**config.mk**
```make
export PLATFORM = sky130hd
export DESIGN_NAME = index_slice_gen_flat
export DESIGN_NICKNAME = d
export VERILOG_FILES = /design/src/rtl/index_slice_gen_pkg.sv /design/src/rtl/index_slice_gen_if.sv /design/src/rtl/index_slice_gen_mask_scan.sv /design/src/rtl/index_slice_gen.sv /design/src/flat_wrapper.sv
export SDC_FILE = /design/constraint.sdc
export NUM_CORES = 1
export LEC_CHECK = 0
export CORE_ASPECT_RATIO = 0.7
export CORE_MARGIN = 5
export CORE_UTILIZATION = 50
export CTS_CLUSTER_DIAMETER = 200
export CTS_CLUSTER_SIZE = 16
export DETAILED_ROUTE_END_ITERATION = 10
export MAX_ROUTING_LAYER = met4
export PLACE_DENSITY = 0.67
export REMOVE_ABC_BUFFERS = 1
export SKIP_LAST_GASP = 1
export SLEW_MARGIN = 10
export SYNTH_ARGS = -nofsm -noshare
export SYNTH_HDL_FRONTEND = slang
export SYNTH_SLANG_ARGS = --single-unit
```
**constraint.sdc**
```tcl
create_clock -name clock -period 22 [get_ports clock]
set_input_delay 3.3 -clock clock [delete_from_list [all_inputs] [get_ports clock]]
set_output_delay 3.3 -clock clock [all_outputs]
set_load 0.02 [all_outputs]
```
**src/rtl/index_slice_gen_pkg.sv**
```systemverilog
`default_nettype none
// ============================================================================
//  Module      : pkg_tpu
//  Description : Shared types and constants for the lane index slice generator
//  Revision    : 1.0  initial release
// ============================================================================
package pkg_tpu;

    localparam int IDXGEN_NUM_CH     = 3;
    localparam int IDXGEN_WIDTH_IDX  = 8;
    localparam int IDXGEN_WIDTH_LEN  = 8;
    localparam int IDXGEN_WIDTH_MASK = 16;

    typedef enum logic [1:0] {
        LINEAR = 2'd0,
        WINDOW = 2'd1,
        MASKED = 2'd2,
        SIMT   = 2'd3
    } idxgen_mode_t;

    typedef enum logic [1:0] {
        S_IDLE = 2'd0,
        S_RUN  = 2'd1,
        S_FIN  = 2'd2
    } idxgen_state_t;

    // Request configuration at the default geometry; base[0] is the low slice
    typedef struct packed {
        idxgen_mode_t                                             mode;
        logic [IDXGEN_NUM_CH-1:0][IDXGEN_WIDTH_IDX-1:0]           base;
        logic [IDXGEN_NUM_CH-1:0][IDXGEN_WIDTH_IDX-1:0]           stride;
        logic [IDXGEN_WIDTH_LEN-1:0]                              window;
        logic [IDXGEN_WIDTH_LEN-1:0]                              length;
        logic [IDXGEN_WIDTH_MASK-1:0]                             mask;
    } idxgen_cfg_t;

endpackage
`default_nettype wire

```
**src/rtl/index_slice_gen_if.sv**
```systemverilog
`default_nettype none
// ============================================================================
//  Module      : index_slice_gen_if
//  Description : Request / index-stream bundle of the lane index slice generator
//  Revision    : 1.0  initial release
// ============================================================================
interface index_slice_gen_if #(
    parameter int NUM_CH     = 3,
    parameter int WIDTH_IDX  = 8,
    parameter int WIDTH_LEN  = 8,
    parameter int WIDTH_MASK = 16
) ();
    logic                          I_Stall;
    logic                          I_Req;
    logic [1:0]                    I_Mode;
    logic [NUM_CH*WIDTH_IDX-1:0]   I_Base;
    logic [NUM_CH*WIDTH_IDX-1:0]   I_Stride;
    logic [WIDTH_LEN-1:0]          I_Window;
    logic [WIDTH_LEN-1:0]          I_Length;
    logic [WIDTH_IDX-1:0]          I_ThreadID;
    logic [WIDTH_MASK-1:0]         I_Mask;
    logic                          O_Busy;
    logic                          O_Valid;
    logic [NUM_CH*WIDTH_IDX-1:0]   O_Index;
    logic [WIDTH_LEN-1:0]          O_Count;
    logic                          O_Done;

    modport master (
        output I_Stall, I_Req, I_Mode, I_Base, I_Stride, I_Window,
               I_Length, I_ThreadID, I_Mask,
        input  O_Busy, O_Valid, O_Index, O_Count, O_Done
    );

    modport slave (
        input  I_Stall, I_Req, I_Mode, I_Base, I_Stride, I_Window,
               I_Length, I_ThreadID, I_Mask,
        output O_Busy, O_Valid, O_Index, O_Count, O_Done
    );
endinterface
`default_nettype wire

```
**src/rtl/index_slice_gen_mask_scan.sv**
```systemverilog
`default_nettype none
// ============================================================================
//  Module      : index_mask_scan
//  Description : Finds the lowest set mask bit at or above a start position
//  Revision    : 1.0  initial release
// ============================================================================
module index_mask_scan #(
    parameter int WIDTH_MASK = 16,
    parameter int WIDTH_POS  = 8
) (
    input  wire  [WIDTH_MASK-1:0] i_mask,
    input  wire  [WIDTH_POS-1:0]  i_start,
    output logic [WIDTH_POS-1:0]  o_pos,
    output logic                  o_found
);

    // Priority encoder: scanning downward lets the lowest qualifying bit win
    always_comb begin
        o_pos   = '0;
        o_found = 1'b0;
        for (int j = WIDTH_MASK - 1; j >= 0; j--) begin
            if (i_mask[j] && (j >= int'(i_start))) begin
                o_found = 1'b1;
                o_pos   = WIDTH_POS'(j);
            end
        end
    end

endmodule
`default_nettype wire

```
**src/rtl/index_slice_gen.sv**
```systemverilog
`default_nettype none
// ============================================================================
//  Module      : index_slice_gen
//  Description : Multi-channel operand index sequencer (linear, 2-D window,
//                mask-skipping and SIMT-offset access), one index set / cycle
//  Revision    : 1.0  initial release
// ============================================================================
module index_slice_gen
    import pkg_tpu::*;
#(
    parameter int LANE_ID    = 0,
    parameter int NUM_CH     = IDXGEN_NUM_CH,
    parameter int WIDTH_IDX  = 8,
    parameter int WIDTH_LEN  = 8,
    parameter int WIDTH_MASK = 16
) (
    input wire               clock,
    input wire               reset,
    index_slice_gen_if.slave bus
);

    idxgen_state_t          r_state;
    idxgen_mode_t           r_mode;
    logic [WIDTH_IDX-1:0]   r_base   [NUM_CH];
    logic [WIDTH_IDX-1:0]   r_stride [NUM_CH];
    logic [WIDTH_IDX-1:0]   r_acc    [NUM_CH];
    logic [WIDTH_IDX-1:0]   r_idx    [NUM_CH];
    logic [WIDTH_LEN-1:0]   r_win, r_len, r_w, r_count;
    logic [WIDTH_MASK-1:0]  r_mask;
    logic                   r_valid, r_done;

    idxgen_mode_t           w_in_mode;
    logic                   w_idle, w_found, w_more, w_empty, w_wrap;
    logic                   w_first_last, w_next_last;
    logic [WIDTH_MASK-1:0]  w_lim, w_above, w_scan_mask;
    logic [WIDTH_LEN-1:0]   w_scan_start, w_pos, w_in_win;
    logic [WIDTH_LEN-1:0]   w_first_k, w_next_k, w_next_w;
    logic [WIDTH_IDX-1:0]   w_offset;
    logic [WIDTH_IDX-1:0]   w_bsel [NUM_CH];
    logic [WIDTH_IDX-1:0]   w_ssel [NUM_CH];
    logic [WIDTH_IDX-1:0]   w_mask_idx  [NUM_CH];
    logic [WIDTH_IDX-1:0]   w_first_idx [NUM_CH];
    logic [WIDTH_IDX-1:0]   w_next_acc  [NUM_CH];
    logic [WIDTH_IDX-1:0]   w_next_idx  [NUM_CH];

    assign w_idle    = (r_state == S_IDLE);
    assign w_in_mode = idxgen_mode_t'(bus.I_Mode);

    // Mask bits at or beyond the request length never produce elements
    always_comb begin
        for (int j = 0; j < WIDTH_MASK; j++) begin
            w_lim[j] = (j < int'(bus.I_Length));
        end
    end

    // Bits strictly above the current scan result, for last-element lookahead
    always_comb begin
        for (int j = 0; j < WIDTH_MASK; j++) begin
            w_above[j] = (j > int'(w_pos));
        end
    end

    // While idle the scanner looks at the incoming request; in RUN it walks the latched mask
    assign w_scan_mask  = w_idle ? (bus.I_Mask & w_lim) : r_mask;
    assign w_scan_start = w_idle ? '0 : r_count + 1'b1;
    assign w_more       = |(w_scan_mask & w_above);

    index_mask_scan #(
        .WIDTH_MASK (WIDTH_MASK),
        .WIDTH_POS  (WIDTH_LEN)
    ) u_scan (
        .i_mask  (w_scan_mask),
        .i_start (w_scan_start),
        .o_pos   (w_pos),
        .o_found (w_found)
    );

    // SIMT offset is formed once, at accept, and folded into the start accumulator
    assign w_offset = bus.I_ThreadID * WIDTH_IDX'(bus.I_Length) + WIDTH_IDX'(LANE_ID);
    assign w_in_win = (bus.I_Window == '0) ? bus.I_Length : bus.I_Window;

    assign w_empty      = (bus.I_Length == '0) || ((w_in_mode == MASKED) && !w_found);
    assign w_first_k    = (w_in_mode == MASKED) ? w_pos : '0;
    assign w_first_last = (w_in_mode == MASKED) ? !w_more : (bus.I_Length == WIDTH_LEN'(1));

    assign w_wrap      = (r_w == r_win - 1'b1);
    assign w_next_w    = w_wrap ? '0 : r_w + 1'b1;
    assign w_next_k    = (r_mode == MASKED) ? w_pos : r_count + 1'b1;
    assign w_next_last = (r_mode == MASKED) ? !w_more : (r_count + WIDTH_LEN'(2) == r_len);

    // Masked elements jump arbitrarily far, so their index is formed directly from k
    always_comb begin
        for (int c = 0; c < NUM_CH; c++) begin
            w_bsel[c]     = w_idle ? bus.I_Base[c*WIDTH_IDX +: WIDTH_IDX]   : r_base[c];
            w_ssel[c]     = w_idle ? bus.I_Stride[c*WIDTH_IDX +: WIDTH_IDX] : r_stride[c];
            w_mask_idx[c] = w_bsel[c] + WIDTH_IDX'(w_pos) * w_ssel[c];
        end
    end

    // First element at accept and the successor of the current element in RUN
    always_comb begin
        for (int c = 0; c < NUM_CH; c++) begin
            case (w_in_mode)
                SIMT:    w_first_idx[c] = bus.I_Base[c*WIDTH_IDX +: WIDTH_IDX] + w_offset;
                MASKED:  w_first_idx[c] = w_mask_idx[c];
                default: w_first_idx[c] = bus.I_Base[c*WIDTH_IDX +: WIDTH_IDX];
            endcase
            w_next_acc[c] = r_acc[c] + r_stride[c];
            w_next_idx[c] = w_next_acc[c];
            case (r_mode)
                MASKED: begin
                    w_next_acc[c] = r_acc[c];
                    w_next_idx[c] = w_mask_idx[c];
                end
                WINDOW: begin
                    w_next_acc[c] = w_wrap ? r_acc[c] + r_stride[c] : r_acc[c];
                    w_next_idx[c] = w_next_acc[c] + WIDTH_IDX'(w_next_w);
                end
                default: ;
            endcase
        end
    end

    // Control FSM with registered outputs; stall freezes everything including accept
    always_ff @(posedge clock or negedge reset) begin
        if (!reset) begin
            r_state <= S_IDLE;
            r_mode  <= LINEAR;
            r_win   <= '0;
            r_len   <= '0;
            r_w     <= '0;
            r_count <= '0;
            r_mask  <= '0;
            r_valid <= 1'b0;
            r_done  <= 1'b0;
            for (int c = 0; c < NUM_CH; c++) begin
                r_base[c]   <= '0;
                r_stride[c] <= '0;
                r_acc[c]    <= '0;
                r_idx[c]    <= '0;
            end
        end else if (!bus.I_Stall) begin
            case (r_state)
                S_IDLE: begin
                    r_valid <= 1'b0;
                    r_done  <= 1'b0;
                    if (bus.I_Req) begin
                        r_mode <= w_in_mode;
                        r_win  <= w_in_win;
                        r_len  <= bus.I_Length;
                        r_mask <= w_scan_mask;
                        r_w    <= '0;
                        for (int c = 0; c < NUM_CH; c++) begin
                            r_base[c]   <= bus.I_Base[c*WIDTH_IDX +: WIDTH_IDX];
                            r_stride[c] <= bus.I_Stride[c*WIDTH_IDX +: WIDTH_IDX];
                            r_acc[c]    <= w_first_idx[c];
                        end
                        if (w_empty) begin
                            r_state <= S_FIN;
                            r_done  <= 1'b1;
                        end else begin
                            r_state <= S_RUN;
                            r_valid <= 1'b1;
                            r_done  <= w_first_last;
                            r_count <= w_first_k;
                            for (int c = 0; c < NUM_CH; c++) begin
                                r_idx[c] <= w_first_idx[c];
                            end
                        end
                    end
                end
                S_RUN: begin
                    if (r_done) begin
                        r_state <= S_IDLE;
                        r_valid <= 1'b0;
                        r_done  <= 1'b0;
                    end else begin
                        r_count <= w_next_k;
                        r_done  <= w_next_last;
                        r_w     <= w_next_w;
                        for (int c = 0; c < NUM_CH; c++) begin
                            r_acc[c] <= w_next_acc[c];
                            r_idx[c] <= w_next_idx[c];
                        end
                    end
                end
                S_FIN: begin
                    r_state <= S_IDLE;
                    r_done  <= 1'b0;
                end
                default: r_state <= S_IDLE;
            endcase
        end
    end

    assign bus.O_Busy  = (r_state != S_IDLE);
    assign bus.O_Valid = r_valid;
    assign bus.O_Count = r_count;
    assign bus.O_Done  = r_done;

    generate
        for (genvar c = 0; c < NUM_CH; c++) begin : g_out
            assign bus.O_Index[c*WIDTH_IDX +: WIDTH_IDX] = r_idx[c];
        end
    endgenerate

endmodule
`default_nettype wire

```
**src/flat_wrapper.sv**
```systemverilog
// flat-port wrapper written by rule: the top's interface ports become plain ports
module index_slice_gen_flat import pkg_tpu::*;
#(
    parameter int LANE_ID    = 0,
    parameter int NUM_CH     = IDXGEN_NUM_CH,
    parameter int WIDTH_IDX  = 8,
    parameter int WIDTH_LEN  = 8,
    parameter int WIDTH_MASK = 16
)
  (clock, reset, bus_I_Stall, bus_I_Req, bus_I_Mode, bus_I_Base, bus_I_Stride, bus_I_Window, bus_I_Length, bus_I_ThreadID, bus_I_Mask, bus_O_Busy, bus_O_Valid, bus_O_Index, bus_O_Count, bus_O_Done);
  index_slice_gen_if #(.NUM_CH(NUM_CH), .WIDTH_IDX(WIDTH_IDX), .WIDTH_LEN(WIDTH_LEN), .WIDTH_MASK(WIDTH_MASK)) bus_i ();
  input wire clock;
  input wire reset;
  input wire logic [$bits(bus_i.I_Stall)-1:0] bus_I_Stall;
  input wire logic [$bits(bus_i.I_Req)-1:0] bus_I_Req;
  input wire logic [$bits(bus_i.I_Mode)-1:0] bus_I_Mode;
  input wire logic [$bits(bus_i.I_Base)-1:0] bus_I_Base;
  input wire logic [$bits(bus_i.I_Stride)-1:0] bus_I_Stride;
  input wire logic [$bits(bus_i.I_Window)-1:0] bus_I_Window;
  input wire logic [$bits(bus_i.I_Length)-1:0] bus_I_Length;
  input wire logic [$bits(bus_i.I_ThreadID)-1:0] bus_I_ThreadID;
  input wire logic [$bits(bus_i.I_Mask)-1:0] bus_I_Mask;
  output wire logic [$bits(bus_i.O_Busy)-1:0] bus_O_Busy;
  output wire logic [$bits(bus_i.O_Valid)-1:0] bus_O_Valid;
  output wire logic [$bits(bus_i.O_Index)-1:0] bus_O_Index;
  output wire logic [$bits(bus_i.O_Count)-1:0] bus_O_Count;
  output wire logic [$bits(bus_i.O_Done)-1:0] bus_O_Done;
  assign bus_i.I_Stall = bus_I_Stall;
  assign bus_i.I_Req = bus_I_Req;
  assign bus_i.I_Mode = bus_I_Mode;
  assign bus_i.I_Base = bus_I_Base;
  assign bus_i.I_Stride = bus_I_Stride;
  assign bus_i.I_Window = bus_I_Window;
  assign bus_i.I_Length = bus_I_Length;
  assign bus_i.I_ThreadID = bus_I_ThreadID;
  assign bus_i.I_Mask = bus_I_Mask;
  assign bus_O_Busy = bus_i.O_Busy;
  assign bus_O_Valid = bus_i.O_Valid;
  assign bus_O_Index = bus_i.O_Index;
  assign bus_O_Count = bus_i.O_Count;
  assign bus_O_Done = bus_i.O_Done;
  index_slice_gen #(.LANE_ID(LANE_ID), .NUM_CH(NUM_CH), .WIDTH_IDX(WIDTH_IDX), .WIDTH_LEN(WIDTH_LEN), .WIDTH_MASK(WIDTH_MASK)) u_core (.clock(clock), .reset(reset), .bus(bus_i));
endmodule
```
## Word level (Yosys, flattened, before mapping)

Cells that the tools add are included.

| storage, ports and cells | value |
|---|---|
| flip-flop bits (word level) | 150 |
| word-level logic and storage cells | 223 |
| bits of input ports | 94 |
| output and inout bits | 35 |

| cells by class | value |
|---|---|
| $add $sub $neg | 16 |
| bitwise logic cells | 3 |
| $lt $le $gt $ge | 47 |
| reductions and logical operators | 34 |
| mux-type cells | 84 |
| equal/unequal tests | 14 |
| multiply operators | 4 |

Operator list:

| cell | number |
|---|---|
| 8-bit two-way mux | 34 |
| 8-bit case mux with 2 select lines | 11 |
| 24-bit two-way mux | 5 |
| 8-bit adder | 12 |
| 24-bit case mux with 2 select lines | 2 |
| 4-bit by 8-bit greater-or-equal comparator with 1-bit output, first input constant | 8 |
| 4-bit by 8-bit greater-than comparator with 1-bit output, first input constant | 8 |
| 4-bit by 8-bit < comparator with 1-bit output, first input constant | 8 |
| 16-bit bitwise AND | 2 |
| 3-bit by 8-bit greater-or-equal comparator with 1-bit output, first input constant | 4 |
| 3-bit by 8-bit greater-than comparator with 1-bit output, first input constant | 4 |
| 3-bit by 8-bit < comparator with 1-bit output, first input constant | 4 |
| 8-bit by 8-bit multiplier with 8-bit output | 4 |
| 1-bit two-way mux | 24 |
| 1-bit logical AND | 17 |
| 8-bit by 1-bit adder with 8-bit output, second input constant | 2 |
| 8-bit equality test | 2 |
| 1-bit by 8-bit greater-or-equal comparator with 1-bit output, first input constant | 2 |
| 2-bit by 8-bit greater-or-equal comparator with 1-bit output, first input constant | 2 |
| 2-bit by 8-bit greater-than comparator with 1-bit output, first input constant | 2 |
| 8-bit logical NOT | 2 |
| 1-bit by 8-bit < comparator with 1-bit output, first input constant | 2 |
| 2-bit by 8-bit < comparator with 1-bit output, first input constant | 2 |
| 16-bit two-way mux | 1 |
| other kinds (24) | 38 |

## Depth between registers and ports, before layout

Gate-level depths: netlist (run 1).

| depth | value |
|---|---|
| depth after elaboration | 28 |
| mapped depth | 32 |
| gate-level depth less buffers | 28 |

## By module

A second synthesis (run 1) with hierarchy kept.

| second synthesis, totals | value |
|---|---|
| cells, all modules | 1976 |
| area total of the unflattened synthesis | 16769.8 um^2 |

Modules (own cells, without submodules):

| module | times used | sequential area each (um^2) | area each (um^2) | cells an instance |
|---|---|---|---|---|
| index_slice_gen | 1 | 3753.6 | 16215.6 | 1885 |
| index_mask_scan | 1 | 0.0 | 554.3 | 91 |

## Worst setup path after synthesis (run 1)

OpenSTA, ideal clock, no wires.

| path | value |
|---|---|
| path type | input port to flip-flop |
| from | input bus_I_Length[6] |
| to | register u_core.r_idx, in the netlist u_core.bus.O_Index[7] |
| path buffers | 3 |
| cell stages on the path | 26 |
| data required time | 21867 ps |
| arrival | 9358 ps |
| path slack | 12509 ps |
| library setup time | 133 ps |
| cells stage by stage | or4_1 buf_2 or3_4 a32oi_4 nor2_1 a211oi_4 o21ba_2 clkbuf_1 clkbuf_1 nor2_1 ha_1 fa_1 ha_1 inv_1 fa_1 inv_1 fa_1 a21o_1 a21oi_1 xnor2_1 a21oi_1 o31ai_1 o21ai_1 xor3_1 a2111oi_1 o31ai_1 |

| between the ends | value |
|---|---|
| word-level cells in the longest chain between the ends | 26 |
| elaborated cells between the ends (all ways) | 82 |
| classes of those cells | 2 x add/sub; 2 x mul; 16 x order compare; 1 x eq/ne; 39 x mux; 1 x bitwise; 21 x reduce/logical |

RTL lines:

| what | RTL line | text |
|---|---|---|
| start: declaration | flat_wrapper.sv:20 | `input wire logic [$bits(bus_i.I_Length)-1:0] bus_I_Length;` |
| 4-bit by 8-bit < comparator with 1-bit output | index_slice_gen.sv:52 | `w_lim[j] = (j < int'(bus.I_Length));` |
| 16-bit bitwise AND | index_slice_gen.sv:64 | `assign w_scan_mask = w_idle ? (bus.I_Mask & w_lim) : r_mask;` |
| 16-bit two-way mux | index_slice_gen.sv:64 |  |
| 1-bit logical AND | index_slice_gen_mask_scan.sv:22 | `if (i_mask[j] && (j >= int'(i_start))) begin` |
| 4-bit two-way mux | index_slice_gen_mask_scan.sv:22 |  |
| 8-bit two-way mux (15 in series) | index_slice_gen_mask_scan.sv:22 |  |
| 8-bit by 8-bit multiplier with 8-bit output | index_slice_gen.sv:96 | `w_mask_idx[c] = w_bsel[c] + WIDTH_IDX'(w_pos) * w_ssel[c];` |
| 8-bit adder | index_slice_gen.sv:96 |  |
| 8-bit case mux with 2 select lines | index_slice_gen.sv:103 | `case (w_in_mode)` |
| 24-bit two-way mux | index_slice_gen.sv:158 | `if (w_empty) begin` |
| 24-bit two-way mux | index_slice_gen.sv:147 | `if (bus.I_Req) begin` |
| 24-bit case mux with 2 select lines | index_slice_gen.sv:143 | `case (r_state)` |
| end signal: indexed assignment | index_slice_gen.sv:167 | `r_idx[c] <= w_first_idx[c];` |
| end signal: indexed assignment | index_slice_gen.sv:183 | `r_idx[c] <= w_next_idx[c];` |
| end: declaration | index_slice_gen.sv:27 | `logic [WIDTH_IDX-1:0] r_idx [NUM_CH];` |

Several ways; a longest one is shown, not always the timed one. The select of a mux whose other input is x is not followed.
A chain may end at the register's enable or synchronous reset.

## Worst setup path in the final report (run 1)

| path | value |
|---|---|
| from | input bus_I_Length[5] |
| to | register u_core.r_idx, in the netlist u_core.bus.O_Index[7] |

The elaborated chain is that of the path after synthesis.

==> results of run 1 <==
## placed cells by master, fill, tap and decap left out, types with 5 or more instances in the layout
cell type        Yosys  layout
a211oi_1            25      25
a21o_1              31      31
a21oi_1            128     127
a221oi_1            11      11
a22o_1               6       6
a22oi_1             17      17
a31oi_1             17      17
and2_1              35      35
buf_4                1      22
clkbuf_16            0      17
clkdlybuf4s50_1      0     125
clkinv_4             0       5
dfrtp_1            150     150
fa_1                60      60
ha_1               149     146
inv_1              149     149
mux2_2              40      40
mux2i_1             71      71
nand2_1            318     318
nand2b_1            23      23
nand3_1             23      23
nand4_1              7       7
nor2_1             147     147
nor2b_1             13      13
nor3_1              15      14
nor4_1               6       6
o211ai_1             6       6
o21ai_0            106     106
o21ba_2             22      22
o21bai_1            25      24
o22ai_1             12      12
o31ai_1             13      13
or2_2               11      11
xnor2_1             90      90
xor2_1              44      44
## critical path, stage by stage
cell	delay (ps)
clkdlybuf4s50_1	530
or4_1	770
or3_4	430
a32oi_4	330
a21boi_4	280
o2bb2ai_1	180
nor2_1	250
o21ba_2	390
nand2b_1	140
fa_1	550
inv_1	40
ha_1	280
ha_1	290
inv_1	60
fa_1	520
inv_1	40
ha_1	210
fa_1	410
a21o_1	200
a21oi_1	190
xnor2_1	170
a21oi_1	70
o31ai_1	100
o21ai_1	130
xor3_1	450
a2111oi_1	430
o31ai_1	120
## worst paths after layout
check | startpoint | to | slack, ps | depth (start not counted)
hold / removal | u_core.r_base[4] | u_core.r_base[4] | 470 | 2
setup reg to reg | u_core.r_state[1] | u_core.bus.O_Index[7] | 13420 | 25
max in group asynchronous | reset | u_core.r_base[6] | 17640 | 2
min in group asynchronous | reset | u_core.bus.O_Index[2] | 2900 | 1
setup / recovery | bus_I_Length[5] | u_core.bus.O_Index[7] | 11460 | 27
hold reg to reg | u_core.r_base[4] | u_core.r_base[4] | 470 | 2
## per-layer routing
metal / part of all wire / routed length (µm) / up-vias / global-route usage
li1: - / - / 6805 / -
met1: 0.47 / 25100 / 6997 / 0.451
met2: 0.41 / 21800 / 622 / 0.415
met3: 0.098 / 5220 / 67 / 0.0739
met4: 0.020 / 1070 / 0 / 0.0715
met5: 0 / 0 / - / -
## flip-flops by register name (all words and copies together), names as in the netlist
name / cells
u_core.bus.O_Index: 24
u_core.r_acc: 24
u_core.r_base: 24
u_core.r_stride: 24
u_core.r_mask: 16
u_core.bus.O_Count: 8
u_core.r_len: 8
u_core.r_w: 8
u_core.r_win: 8
u_core.r_mode: 2
u_core.r_state: 2
u_core.bus.O_Done: 1
u_core.bus.O_Valid: 1
## through the flow
stage,cells,util,setup WS (ps)
after detailed placement,2417,0.562,11120
after floorplan,1847,-,11950
after global placement,2417,0.561,11250
after global routing,2450,0.581,11110
final,2450,0.581,11460
after CTS,2449,0.581,11570
## layout make-up
cell class                 count  area [µm²]
fill                        2881       13100
multi-input combinational   1546       11300
sequential                   150        3750
timing repair buffer         150        1440
inverter                     151         567
tap                          420         526
clock buffer                  19         443
clock inverter                13         174
antenna                        1        2.50
## cells by family (layout without fill, tap and decap cells)
group	Yosys count	after routing	share of synthesized area
simple gates	622	622	0.170
buf+inv	249	333	0.0598
flops	150	150	0.235
mux	111	111	0.0727
fa+ha+maj	209	209	0.192
other cells	0	1	0
xor+xnor	135	135	0.0750
compound gates	469	469	0.195
==> impl_metrics.tcl, run 1 <==
set metrics [dict create \
    crit_fanout 9 \
    vias_per_cell 5.91 \
    skew_ps 15.0 \
    area_delta_synth_final_pct 14.1 \
    syn_area_um2 16000 \
    finalSetupViolCount 0 \
    crit_arrival_ps 10860 \
    relSlewSlack 0.193 \
    synthTopCellsByArea "dfrtp_1 23%, ha_1 12%, fa_1 7.5%, nand2_1 7.5%, xnor2_1 4.9%" \
    dpl.hpwl_um 39500 \
    rsz0062_at_grt "false" \
    cts_made_buffers 17 \
    gp_congestion 0.981 \
    row_count 54 \
    synthDistinctLibCells 86 \
    cts_hold_buf 0 \
    cts_tree "yes" \
    die-area_um2 35700 \
    drtIter0Drc 1359 \
    drc 0 \
    clk_pin_slew_worst_paths_ps 70 \
    die_h_um 160 \
    boundaryPins 129 \
    grt-ovfl-total 0 \
    fin_crit_sh 0.479 \
    nets 2319 \
    yosys_warnings 0 \
    grt_pass1_vias 14000 \
    yosysMostFrequentCell "nand2_1" \
    worst_pin_slew_ps 1180 \
    clock-sinks 150 \
    coreArea_um2 31400 \
    drive_above_1_share 0.0759 \
    hold_path.class "reg -> reg" \
    timing.final.crit_period_ps 10540 \
    grt_max_degree 84 \
    drv_cap 0 \
    start_util 0.510 \
    synth_top_area_frac 0.235 \
    netlist_top_cells_count "318 x nand2_1, 150 x dfrtp_1, 149 x ha_1, 149 x inv_1, 147 x nor2_1" \
    post_cts_buffers 0 \
    die_w_um 224 \
    cts_resized 0 \
    synth_edf_count 0 \
    drtPass1Iterations 7 \
    hold_viol 0 \
    portBuffers 128 \
    setup-tns-final_ps 0 \
    placed_area_um2 17600 \
    grt_usage 0.303 \
    critPathLaunchType "input pin" \
    clock_path_buffers 2 \
    whs_ps 474 \
    ys_ff_latch 150 \
    via_count 14500 \
    htree_levels 4 \
    clkLatencyLatePin_ps 470 \
    antenna_found_initial 2 \
    required_ps 22320 \
    avgSynthCellArea_um2 8.21 \
    status "complete, no violations" \
    clock-root-buffer "clkbuf_16" \
    yosys.area.top_type "dfrtp_1" \
    critPathKind "in -> reg" \
    cp-end-kind "flip-flop" \
    postRouteAntennaNets 0 \
    syn_inst 1945 \
    wl_um 53100 \
    synth_flop_cell "dfrtp_1" \
    synth_async_sr_flop_share 1.00 \
    grt_pass1_wl_um 82300 \
    slew_violations 0 \
    fmax_mhz 94.9 \
    fin_area_um2 18200 \
    wire_per_inst_um 21.7 \
    ys_seq_area_frac 0.235 \
]
Power of run 1 is not shown: default switching activity piles up to over one toggle a cycle in this logic, so the estimate is an artifact.
==> run 2, diff against run 1 <==
Settings changed: PLACE_DENSITY 0.67 to 0.7.
Clock period 22 ns to 8.54 ns, I/O delays scaled along.
==> run 2 against run 1 <==
Worst setup slack lost 11000 ps. Clock skew is essentially flat. Hold slack better by 1.7 ps. Critical path depth increased by 2. Global-route usage is 0.81 points higher. Non-clock buffer count is 37 higher. Utilization is 0.82 points higher. Count of clock-buffer cells in the layout is 2 higher. Flip-flop and latch count is the same. Register-to-register slack worse by 13000 ps. First-iteration DRC count increased by 0.66%. Largest cell class unchanged. Highest routed layer unchanged.
==> impl_metrics.tcl, run 2 (synthesized netlist as in run 1, its figures left out) <==
set metrics [dict create \
    critPathBufInv 6 \
    wire_per_inst_um 21.8 \
    grt_pass1_wl_um 84300 \
    crit_arrival_ps 8230 \
    vias_per_cell 5.87 \
    cp-end-kind "flip-flop" \
    cts_tree "yes" \
    die_h_um 160 \
    grt_pass1_vias 14500 \
    seqCellArea_um2 3750 \
    required_ps 8850 \
    nFillCells 2865 \
    slew_violations 0 \
    final_common_cell "nand2_1" \
    portBuffers 128 \
    critPathLaunchType "input pin" \
    hold_viol 0 \
    nets 2356 \
    drtIter0Drc 1368 \
    critical_path_depth 29 \
    rsz0062_at_grt "false" \
    cts_made_buffers 17 \
    critPathKind "in -> reg" \
    crit_slowest_cell "fa_1" \
    clock-sinks 150 \
    status "complete, no violations" \
    clock_path_buffers 2 \
    drv_cap 0 \
    drive_above_1_share 0.0915 \
    timing.final.crit_period_ps 7920 \
    clkLatencyLatePin_ps 450 \
    fin_crit_sh 0.927 \
    boundaryPins 129 \
    drc 0 \
    wl_met3_um 4850 \
    die-area_um2 35700 \
    met1_length_um 25600 \
    crit_fanout 9 \
    route.met2.wl_um 22500 \
    coreArea_um2 31400 \
    worst_pin_slew_ps 1250 \
    gp_congestion 1.00 \
    dpl.hpwl_um 41000 \
    postRouteAntennaNets 0 \
    start_util 0.510 \
    layout_common_cells "318 x nand2_1, 150 x dfrtp_1, 149 x inv_1" \
    setup-tns-final_ps 0 \
    post_cts_buffers 0 \
    fmax_mhz 126 \
    cts_hold_buf 0 \
    grt_usage 0.311 \
    drtPass1Iterations 5 \
    grt_max_degree 87 \
    multiInputGateArea_um2 11300 \
    grt-ovfl-total 0 \
    highest_layer "met4" \
    die_w_um 224 \
    row_count 54 \
    cts_resized 0 \
    antenna_found_initial 0 \
    hold_path.class "reg -> reg" \
    relSlewSlack 0.168 \
    clock-root-buffer "clkbuf_16" \
    slowest_delay_ps 540 \
    wl_um 54200 \
    cp_top_family "adder cells" \
    worst-r2r-cell-count 28 \
    via_count 14600 \
    clk_pin_slew_worst_paths_ps 70 \
    htree_levels 4 \
    finalSetupViolCount 0 \
    whs_path_depth 2 \
    diodes 0 \
    area_delta_synth_final_pct 15.7 \
    skew_ps 14.6 \
]
-- run 2: changes by cell type in the layout (fill, tap and decap cells not counted), sizes merged --
cell    delta
buf       +37
clkbuf     +2
clkinv     -2
diode      -1
-- run 2: area by class of cell --
class,count,area share
clock buffers,21,0.0249
clock inverters,11,0.00792
inverters,151,0.0307
multi-input cells,1546,0.612
flip-flops and latches,150,0.203
well taps,420,0.0284
repair buffers,187,0.0928
-- run 2: final timing paths --
path	startpoint	end	slack, ps
setup / recovery	bus_I_Length[7]	u_core.bus.O_Index[15]	620
hold / removal	u_core.r_base[16]	u_core.r_base[16]	480
setup reg to reg	u_core.bus.O_Count[2]	u_core.bus.O_Index[15]	870
hold reg to reg	u_core.r_base[16]	u_core.r_base[16]	480
max in group asynchronous	reset	u_core.r_base[19]	6120
min in group asynchronous	reset	u_core.r_stride[16]	890
-- run 2: metrics by stage --
step                      hold WS (ps)  setup slack (ps)  std cells  cell area [µm²]  utilization
final                              476               622       2486            18500        0.590
after CTS                          475               685       2486            18500        0.590
after floorplan                    442             -1510       1847            15600            -
after global placement             455               465       2454            17900        0.570
after detailed placement           459               222       2454            17900        0.570
after global routing               501               374       2486            18500        0.590
-- run 2: routing by layer --
metal / up-vias / GRT usage
met5: - / -
met4: 0 / 0.0782
met3: 79 / 0.0850
met2: 551 / 0.432
met1: 7069 / 0.450
li1: 6890 / -
-- run 2: worst min-delay path, cell delays in order (launching register included) --
cell and delay [ps]:
dfrtp_1 340, nand2_1 50, nand2_1 50
Power of run 2 is left out for the same reason.
==> run 3, diff against run 2 <==
Settings changed: CAP_MARGIN set to 0, CTS_BUF_LIST set to sky130_fd_sc_hd__clkbuf_16.
==> run 3 against run 2 <==
Wire length about the same. Count of clock-buffer cells in the layout is 4 lower. Via count rose by 0.26%. Highest routed layer unchanged. First-iteration DRC count down 1.7%. Maximum frequency decreased by 0.15%.
==> impl_metrics.tcl, run 3 (synthesized netlist as in run 1, its figures left out) <==
set metrics [dict create \
    cts_resized 0 \
    skew_ps 12.8 \
    hold_viol 0 \
    portBuffers 128 \
    via_count 14600 \
    grt-ovfl-total 0 \
    finish.utilization 0.589 \
    whs_ps 472 \
    cts_tree "yes" \
    grt_max_degree 87 \
    dpl.hpwl_um 41000 \
    setup_slack_ps 610 \
    worst_pin_slew_ps 1250 \
    required_ps 8850 \
    cts_made_buffers 17 \
    post_cts_buffers 0 \
    coreArea_um2 31400 \
    clock-root-buffer "clkbuf_16" \
    wire_per_inst_um 21.8 \
    clock-sinks 150 \
    antenna_found_initial 0 \
    cts_hold_buf 0 \
    hold_path.class "reg -> reg" \
    crit_start "bus_I_Length[7]" \
    wl_um 54200 \
    hold_start "u_core.r_base[14]" \
    clk_pin_slew_worst_paths_ps 60 \
    diodes 0 \
    layout_common_cells "318 x nand2_1, 151 x inv_1, 150 x dfrtp_1" \
    drtIter0Drc 1345 \
    drive_above_1_share 0.0905 \
    fin_crit_sh 0.929 \
    area_delta_synth_final_pct 15.6 \
    crit_arrival_ps 8240 \
    drtPass1Iterations 6 \
    die_h_um 160 \
    vias_per_cell 5.88 \
    slew_violations 0 \
    die-area_um2 35700 \
    slowest_delay_ps 540 \
    gp_congestion 1.00 \
    pre_cts_slack_ps 222 \
    final_common_cell "nand2_1" \
    nets 2356 \
    grt_pass1_vias 14500 \
    drv_cap 0 \
    start_util 0.510 \
    boundaryPins 129 \
    finalSetupViolCount 0 \
    clkLatencyLatePin_ps 450 \
    clock_path_buffers 2 \
    critPathLaunchType "input pin" \
    relSlewSlack 0.168 \
    rsz0062_at_grt "false" \
    die_w_um 224 \
    cp-end-kind "flip-flop" \
    grt_usage 0.311 \
    crit_slowest_cell "fa_1" \
    drc 0 \
    htree_levels 4 \
    status "complete, no violations" \
    grt_pass1_wl_um 84100 \
    r2r_start "u_core.bus.O_Count[2]" \
    row_count 54 \
    timing.final.crit_period_ps 7930 \
    fmax_mhz 126 \
    crit_fanout 9 \
    postRouteAntennaNets 0 \
    critPathKind "in -> reg" \
]
run 3: worst max-delay path, delay by kind of cell:
kind | cells | cell delay [ps]
AO/OA/AOI/OAI | 11 | 2130
XOR/XNOR | 2 | 380
adder cells (fa/ha/maj) | 6 | 2270
buffers and inverters | 6 | 1010
AND/OR/NAND/NOR | 4 | 1150
run 3: cell type report:
type	instances	area, µm²
clock buffers	17	425
inverters	151	567
clock inverters	15	161
repair buffers	187	1720
flip-flops and latches	150	3750
fillers	2870	12900
well taps	420	526
multi-input cells	1546	11300
run 3: routing by layer:
metal | track usage | share of wire | up-vias
met3 | 0.0848 | 0.095 | 93
met1 | 0.448 | 0.47 | 7041
met5 | - | 0 | -
met2 | 0.430 | 0.41 | 603
met4 | 0.0810 | 0.025 | 0
li1 | - | - | 6890
run 3: path summary, 6_finish.rpt:
check | to | slack (ps) | depth (start not counted)
worst max-delay path | u_core.bus.O_Index[15] | 610 | 29
worst min-delay path | u_core.r_base[14] | 470 | 2
worst max register to register | u_core.bus.O_Index[15] | 790 | 29
worst min register to register | u_core.r_base[14] | 470 | 2
max in group asynchronous | u_core.r_base[20] | 6120 | 2
min in group asynchronous | u_core.r_mode[0] | 900 | 1
run 3: through the flow:
step	instances	TNS [ps]	instance area [µm²]
after floorplan	1847	-19050	15600
after global placement	2454	0	17900
after detailed placement	2454	0	17900
after CTS	2486	0	18500
after global routing	2486	0	18500
final	2486	0	18500
Power of run 3 is left out for the same reason.
==> edit (flow settings as in run 2) <==
`WIDTH_IDX` is set to 8 in 3 places; all go to 9.
--- a/src/rtl/index_slice_gen_if.sv
+++ b/src/rtl/index_slice_gen_if.sv
@@ -8,3 +8,3 @@
     parameter int NUM_CH     = 3,
-    parameter int WIDTH_IDX  = 8,
+    parameter int WIDTH_IDX  = 9,
     parameter int WIDTH_LEN  = 8,
--- a/src/rtl/index_slice_gen.sv
+++ b/src/rtl/index_slice_gen.sv
@@ -12,3 +12,3 @@
     parameter int NUM_CH     = IDXGEN_NUM_CH,
-    parameter int WIDTH_IDX  = 8,
+    parameter int WIDTH_IDX  = 9,
     parameter int WIDTH_LEN  = 8,
--- a/src/flat_wrapper.sv
+++ b/src/flat_wrapper.sv
@@ -5,3 +5,3 @@
     parameter int NUM_CH     = IDXGEN_NUM_CH,
-    parameter int WIDTH_IDX  = 8,
+    parameter int WIDTH_IDX  = 9,
     parameter int WIDTH_LEN  = 8,
Interface: changed (resized bus_I_Base, bus_I_Stride, bus_I_ThreadID and bus_O_Index); port bits go from 129 to 139. No check against the original RTL was run, so the function may have changed too.
==> edit against run 2 <==
Clock skew grew 0.65 ps. Wire length grew 8.1%. Die area grew 9.9%. Synthesized area grew 10%. Sequential cell count grew 12. Critical path depth shrank 2. Worst setup slack lost 270 ps. Design area grew 9.8%. Non-clock buffer count grew 6. Core utilization shrank 0.65 points. Critical endpoint is now u_core.bus.O_Index[17]$_DFFE_PN0P_. Highest routed layer unchanged.
Power is left out: the tool's default activity adds up to more than one toggle a clock period on the data nets, which glitch-free logic cannot reach.
==> edit: results <==
INSERT INTO impl_metrics (metric_group, metric, value, unit) VALUES
('placement', 'buffer_ports.inserted', '138', ''),
('finish', 'layout.filler_cells', '3190', ''),
('cts', 'clkLatencyLatePin', '470', 'ps'),
('grt', 'grt_use_total', '0.310', ''),
('grt', 'grt.met2_usage', '0.439', ''),
('critical_path', 'start_point_of_the_critical_path', 'bus_I_Length[6]', ''),
('grt', 'vias_in_the_first_global_route', '15844', ''),
('synthesis', 'netlist_top_cells_count', '369 x sky130_fd_sc_hd__nand2_1, 196 x sky130_fd_sc_hd__inv_1, 162 x sky130_fd_sc_hd__dfrtp_1, 162 x sky130_fd_sc_hd__ha_1, 158 x sky130_fd_sc_hd__nor2_1', ''),
('placement', 'hpwlAfterDp', '43800', 'um'),
('outcome', 'outcome', 'complete, no violations', ''),
('routing', 'route.detailed.wl_per_inst', '21.3', 'um'),
('timing', 'slew_headroom', '0.242', ''),
('routing', 'detailedRoute.firstPassIterationCount', '8', ''),
('grt', 'grt.met3_usage', '0.0768', ''),
('finish', 'layout.nets', '2612', ''),
('critical_path', 'data_arrival_at_the_endpoint_of_the_critical_path', '8500', 'ps'),
('timing', 'finClkSkew', '15.2', 'ps'),
('timing', 'min_period_over_period', '0.959', ''),
('critical_path', 'cpPeakStageDelay', '590', 'ps'),
('grt', 'global_route.usage.met1', '0.445', '');
==> edit: cell count changes after synthesis, moves of 15 or more <==
cell,delta
sky130_fd_sc_hd__nor2b_1,+15
sky130_fd_sc_hd__fa_1,+18
sky130_fd_sc_hd__inv_1,+47
sky130_fd_sc_hd__a21oi_1,+25
sky130_fd_sc_hd__nand2_1,+51
sky130_fd_sc_hd__xnor2_1,+15
sky130_fd_sc_hd__o21ba_2,-22
sky130_fd_sc_hd__mux2_2,+34
==> edit: cell families (layout without fill, tap and decap cells) <==
group,count (synthesis),count (layout),share of synthesized area
AND/OR/NAND/NOR,700,700,0.172
AO/OA/AOI/OAI,475,475,0.170
buffers and inverters,304,421,0.0662
adder cells (fa/ha/maj),240,240,0.203
flip-flops,162,162,0.230
XOR/XNOR,144,144,0.0738
multiplexers,142,142,0.0858
==> edit: cell type report <==
cell class                 count  area, sq um  share of cell area
sequential                   162         4050               0.200
clock buffer                  17          425              0.0210
inverter                     196          736              0.0363
timing repair buffer         193         1820              0.0895
tap                          472          591              0.0291
clock inverter                15          168             0.00826
multi-input combinational   1701        12500               0.616
==> edit: metrics by stage <==
stage | TNS (ps) | cells | instance area, sq um
after CTS | 0 | 2756 | 20300
after floorplan | -123130 | 2059 | 17200
final | 0 | 2756 | 20300
after global placement | 0 | 2724 | 19700
after global routing | 0 | 2756 | 20300
after detailed placement | -104 | 2724 | 19700
==> edit: worst paths after layout <==
kind	cells after the start	end
min reg2reg	2	u_core.r_base[6]$_DFFE_PN0P_
min	2	u_core.r_base[6]$_DFFE_PN0P_
max in group asynchronous	2	u_core.r_stride[11]$_DFFE_PN0P_
max	27	u_core.bus.O_Index[17]$_DFFE_PN0P_
min in group asynchronous	1	u_core.r_stride[4]$_DFFE_PN0P_
max reg2reg	28	u_core.bus.O_Index[17]$_DFFE_PN0P_
